--- src/rtl/banner_scroller.sv ---
// Scrolling banner renderer: fetches bitmap rows from an external ROM, cuts a
// circular window at the current column offset and streams rows over valid/ready.
module banner_scroller #(
  parameter int ROWS      = 15,
  parameter int COLS      = 71,
  parameter int WIN       = 32,
  parameter int FRAME_DIV = 4,
  localparam int AW = (ROWS > 1) ? $clog2(ROWS) : 1,
  localparam int OW = (COLS > 1) ? $clog2(COLS) : 1,
  localparam int FW = (FRAME_DIV > 1) ? $clog2(FRAME_DIV) : 1
) (
  input  logic            clk,
  input  logic            rst_n,
  input  logic            frame_start,
  input  logic            scroll_en,
  input  logic            dir,
  output logic [AW-1:0]   rom_addr,
  input  logic [COLS-1:0] rom_data,
  output logic [WIN-1:0]  row_data,
  output logic [AW-1:0]   row_idx,
  output logic            row_valid,
  input  logic            row_ready,
  output logic            frame_done,
  output logic            busy,
  output logic [OW-1:0]   offset
);

  typedef enum logic [2:0] {IDLE, FETCH, WAIT, OUT, DONE} state_t;

  state_t         state;
  logic [AW-1:0]  row_cnt;
  logic [FW-1:0]  frame_cnt;
  logic [COLS-1:0] rotated;

  // Rotating the ROM word left by offset puts column 'offset' at the MSB, so
  // the window is simply the top WIN bits; wrap past the last column is free.
  always_comb begin
    rotated = (rom_data << offset) | (rom_data >> (COLS - int'(offset)));
  end

  assign busy = (state != IDLE);

  // NOTE: every register here is updated with <= so that all of them see the
  // values from before the clock edge, regardless of statement order.
  always_ff @(posedge clk or negedge rst_n) begin
    if (!rst_n) begin
      state      <= IDLE;
      row_cnt    <= '0;
      frame_cnt  <= '0;
      offset     <= '0;
      rom_addr   <= '0;
      row_data   <= '0;
      row_idx    <= '0;
      row_valid  <= 1'b0;
      frame_done <= 1'b0;
    end else begin
      case (state)
        IDLE: begin
          if (frame_start) begin
            row_cnt  <= '0;
            rom_addr <= '0;
            state    <= FETCH;
          end
        end
        FETCH: begin
          state <= WAIT;
        end
        WAIT: begin
          row_data  <= WIN'(rotated >> (COLS - WIN));
          row_idx   <= row_cnt;
          row_valid <= 1'b1;
          state     <= OUT;
        end
        OUT: begin
          if (row_ready) begin
            row_valid <= 1'b0;
            if (row_cnt == AW'(ROWS - 1)) begin
              rom_addr   <= '0;
              frame_done <= 1'b1;
              state      <= DONE;
            end else begin
              row_cnt  <= row_cnt + 1'b1;
              rom_addr <= row_cnt + 1'b1;
              state    <= FETCH;
            end
          end
        end
        DONE: begin
          frame_done <= 1'b0;
          state      <= IDLE;
          // Offset only moves between frames, so a frame never tears.
          if (!scroll_en) begin
            frame_cnt <= '0;
          end else if (frame_cnt == FW'(FRAME_DIV - 1)) begin
            frame_cnt <= '0;
            if (dir)
              offset <= (offset == '0) ? OW'(COLS - 1) : offset - 1'b1;
            else
              offset <= (offset == OW'(COLS - 1)) ? '0 : offset + 1'b1;
          end else begin
            frame_cnt <= frame_cnt + 1'b1;
          end
        end
        default: state <= IDLE;
      endcase
    end
  end

endmodule

--- config.mk ---
export PLATFORM = sky130hd
export DESIGN_NAME = banner_scroller
export DESIGN_NICKNAME = d
export VERILOG_FILES = /design/src/rtl/banner_scroller.sv
export SDC_FILE = /design/constraint.sdc
export NUM_CORES = 1
export LEC_CHECK = 0
export CORE_MARGIN = 10
export CORE_UTILIZATION = 65
export DETAILED_ROUTE_END_ITERATION = 16
export DONT_BUFFER_PORTS = 1
export PLACE_DENSITY_LB_ADDON = 0.25
export RECOVER_POWER = 50
export SYNTH_ARGS = -nofsm -noshare
export SYNTH_HDL_FRONTEND = slang
export SYNTH_SLANG_ARGS = --single-unit
export TNS_END_PERCENT = 50
--- constraint.sdc ---
create_clock -name clk -period 7.3 [get_ports clk]
set_input_delay 1.46 -clock clk [delete_from_list [all_inputs] [get_ports clk]]
set_output_delay 1.46 -clock clk [all_outputs]
set_load 0.03 [all_outputs]
==> reports/results.txt <==
Outcome -> finished, final reports clean
CORE AREA -> 12600 sq um
Setup TNS -> 0 ns
Setup Buffers After CTS -> 0
Post-synth net total -> 1013
ANT cells -> 0
Worst r2r src -> offset[3]
Hold_buf cts -> 0
Slowest stage delay, CP -> 0.80 ns
Die Area -> 17800 sq um
Max Cap Violations -> 0
Initial core utilization -> 66.1%
Final Net Count -> 952
TritonCTS Sinks -> 58
Routability Congestion -> 1.14
Vias -> 8685
PostCTS Resize Cnt -> 0
CTS buffer count -> 9
RSZ-0062 raised after global routing -> false
GRT overflow -> 0
Reg2reg path depth -> 6
R2r setup slk -> 3.72 ns
Die Width -> 133 um
Die H -> 133 um
Worst-margin pin slew -> 1.23 ns
First-pass GRT wire length -> 50900 um
Clock Path Buffers -> 2
#FFs+latches synth -> 58
Largest cells by area after synthesis -> mux4_2, dfrtp_1, mux2i_1
GRT Overall Usage -> 36.1%
Count of unique library cells instantiated by Yosys -> 73
Largest net degree at the start of global routing -> 125
Number of flops mapped to enable cells by yosys -> 0
Syn Inst Count -> 928
Crit-path leading delay family -> compound AO/OA/AOI/OAI gates
Synth top area share -> 22.9%
Initial antenna violation count -> 0
Syn. warnings -> 0
Critical Path Start Type -> flip-flop
Post-synth top area cell -> mux4_2
Post-DP HPWL -> 25500 um
Reg-to-reg critical path endpoint -> row_data[8]
Final Hold Vio Count -> 0
# DRC -> 0
Synthesized area -> 8350 sq um
Ports -> 127
Fin crit period -> 3.58 ns
Hold path depth -> 2
Port Buffers -> 0
Crit path required time -> 7.50 ns
Slew Viols, Final -> 0
Worst skew pair latency -> 0.34 ns
Crit path max-delay cell type -> buf_4
Average routed wire per standard cell -> 31.8 um
Hold Startpoint -> frame_cnt[1]
Hold EP -> frame_cnt[1]
Post-DRT Antenna Nets -> 0
DRT Pass-1 Iters -> 7
Worst-path maximum fanout -> 82
Post-synthesis average cell area -> 8.99 sq um
Vias in the first global route -> 8002
Critical-path cell list -> buf_4 > mux4_2 > mux2_2 > o21ai_0 > a2bb2oi_1 > a31oi_1
CP bufs+invs -> 1
Crit path DAT -> 3.78 ns
Clock root cell -> clkbuf_16
Pwr Total -> 0.00170 W
Detailed-route wire length -> 33200 um
H-Tree Level Count -> 3
Leak pwr -> 3.36 nW
Initial DRC Count -> 1870
Peak supply drop -> 0.136 mV
Share of layout cells above drive strength 1 -> 21.0%
Ys async rst share -> 100%
FMAX -> 279 MHz
Endpoint type of the worst setup path -> flip-flop
Relative slew slack -> 18.2%
Final setup vio count -> 0
Hold Crit Class -> reg2reg
Worst-path clk slew -> 0.05 ns
Pwr Density -> 199 nW/um^2
DR vias/cell -> 8.32
Final Skew -> 0.00749 ns
Fin util -> 67.7%
Rows -> 41
Ys flop type -> dfrtp_1
Synthesis-to-layout area growth -> 2.35%
CP Class -> reg2reg
Seq/Total Area, Yosys -> 17.4%
CTS tree -> yes
Tcrit/Tclk final -> 49.0%
[cell type report]
class                      instances  area (sq um)
clock buffer                      10           239
multi-input combinational        774          6390
tap                              172           215
fill                            1039          4080
timing repair buffer              11          95.1
inverter                          13          48.8
clock inverter                     6          88.8
sequential                        58          1460
[how the worst max path moves through the flow]
stage                  from      endpoint  slack (ns)  depth (start not counted)
2_1_floorplan     offset[3]   row_data[9]        4.07                         13
3_3_place_gp   rom_data[16]  row_data[24]        3.91                          5
3_5_place_dp   rom_data[16]   row_data[8]        3.90                          5
4_1_cts           offset[1]     offset[5]        3.90                          9
5_1_grt           offset[1]     offset[5]        3.53                          9
6_report          offset[3]   row_data[8]        3.72                          6
[routing by layer]
metal / vias to the layer above / wire [um] / GRT usage [%]
met5: - / 0 / 0
met4: 0 / 1640 / 14.4
met3: 174 / 5350 / 11.8
met2: 866 / 14400 / 53.7
met1: 4135 / 11800 / 47.7
li1: 3510 / - / -
[report_power, final]
part,switching (W),total (W),internal (W)
registers,0.000296,0.000727,0.000431
logic,0.000302,0.000511,0.000209
clock network,0.000158,0.000466,0.000308
total,0.000755,0.00170,0.000948
[synthesized netlist by cell type (all sizes together), types with 8 or more instances]
| library cell | count |
|---|---|
| nand2 | 115 |
| nand3 | 16 |
| a31oi | 27 |
| o21ai | 53 |
| mux2i | 66 |
| a21oi | 50 |
| a22oi | 9 |
| o22ai | 25 |
| o211ai | 13 |
| a211oi | 11 |
| nor2 | 86 |
| nor3 | 23 |
| mux2 | 57 |
| dfrtp | 58 |
| o31ai | 9 |
| or3 | 8 |
| clkbuf | 37 |
| a21o | 9 |
| ha | 8 |
| mux4 | 85 |
| buf | 46 |
| inv | 9 |
[sequential cells by signal, summed over array words and instances, names as in the netlist]
register,count
row_data,32
state,3
row_idx,4
row_cnt,4
offset,7
frame_cnt,2
frame_done,1
rom_addr,4
row_valid,1
[cell families after synthesis]
| group | synth area share, % |
|---|---|
| xor gates and xnor gates | 0.420 |
| adders and majority gates | 1.20 |
| muxes | 38.6 |
| and+or+nand+nor | 15.3 |
| DFF | 17.4 |
| AOI/OAI and AO/OA | 21.0 |
| buffers and inverters | 6.06 |
[per-stage QoR]
stage | hold slack [ns] | instance area, sq um | worst slack (ns) | std cells
global route | 0.565 | 8540 | 3.53 | 1044
detailed placement | 0.499 | 8220 | 3.90 | 1028
finish | 0.508 | 8540 | 3.72 | 1044
CTS | 0.512 | 8540 | 3.90 | 1044
global placement | 0.466 | 8220 | 3.91 | 1028
floorplan | 0.454 | 8350 | 4.07 | 928
[tightest hold or removal path, stage by stage (launching register included)]
cell and delay [ns]:
dfrtp_1 0.35, nand2_1 0.05, o21ai_0 0.07
[cells in the final DEF (no fill, tap or decap), types with 6 or more instances in the layout]
| cell type | synthesis | final |
|---|---|---|
| o211ai_1 | 13 | 13 |
| mux2i_1 | 66 | 66 |
| o22ai_1 | 25 | 25 |
| nor2b_1 | 7 | 6 |
| o21ai_0 | 51 | 51 |
| clkbuf_16 | 0 | 9 |
| nand2_1 | 115 | 115 |
| o31ai_1 | 9 | 9 |
| a211oi_1 | 11 | 11 |
| a21o_1 | 9 | 9 |
| nor2_1 | 86 | 86 |
| dfrtp_1 | 58 | 54 |
| nor3_1 | 23 | 23 |
| mux2_2 | 54 | 54 |
| nand3_1 | 16 | 16 |
| or3_1 | 8 | 8 |
| nand2b_1 | 7 | 7 |
| a22oi_1 | 9 | 9 |
| inv_1 | 9 | 8 |
| a221oi_1 | 6 | 6 |
| buf_4 | 3 | 10 |
| and3_1 | 6 | 6 |
| a31oi_1 | 27 | 27 |
| ha_1 | 8 | 8 |
| o221ai_1 | 6 | 6 |
| mux4_2 | 85 | 85 |
| a21oi_1 | 50 | 50 |
Note: power is estimated with default switching activity, not from simulation.
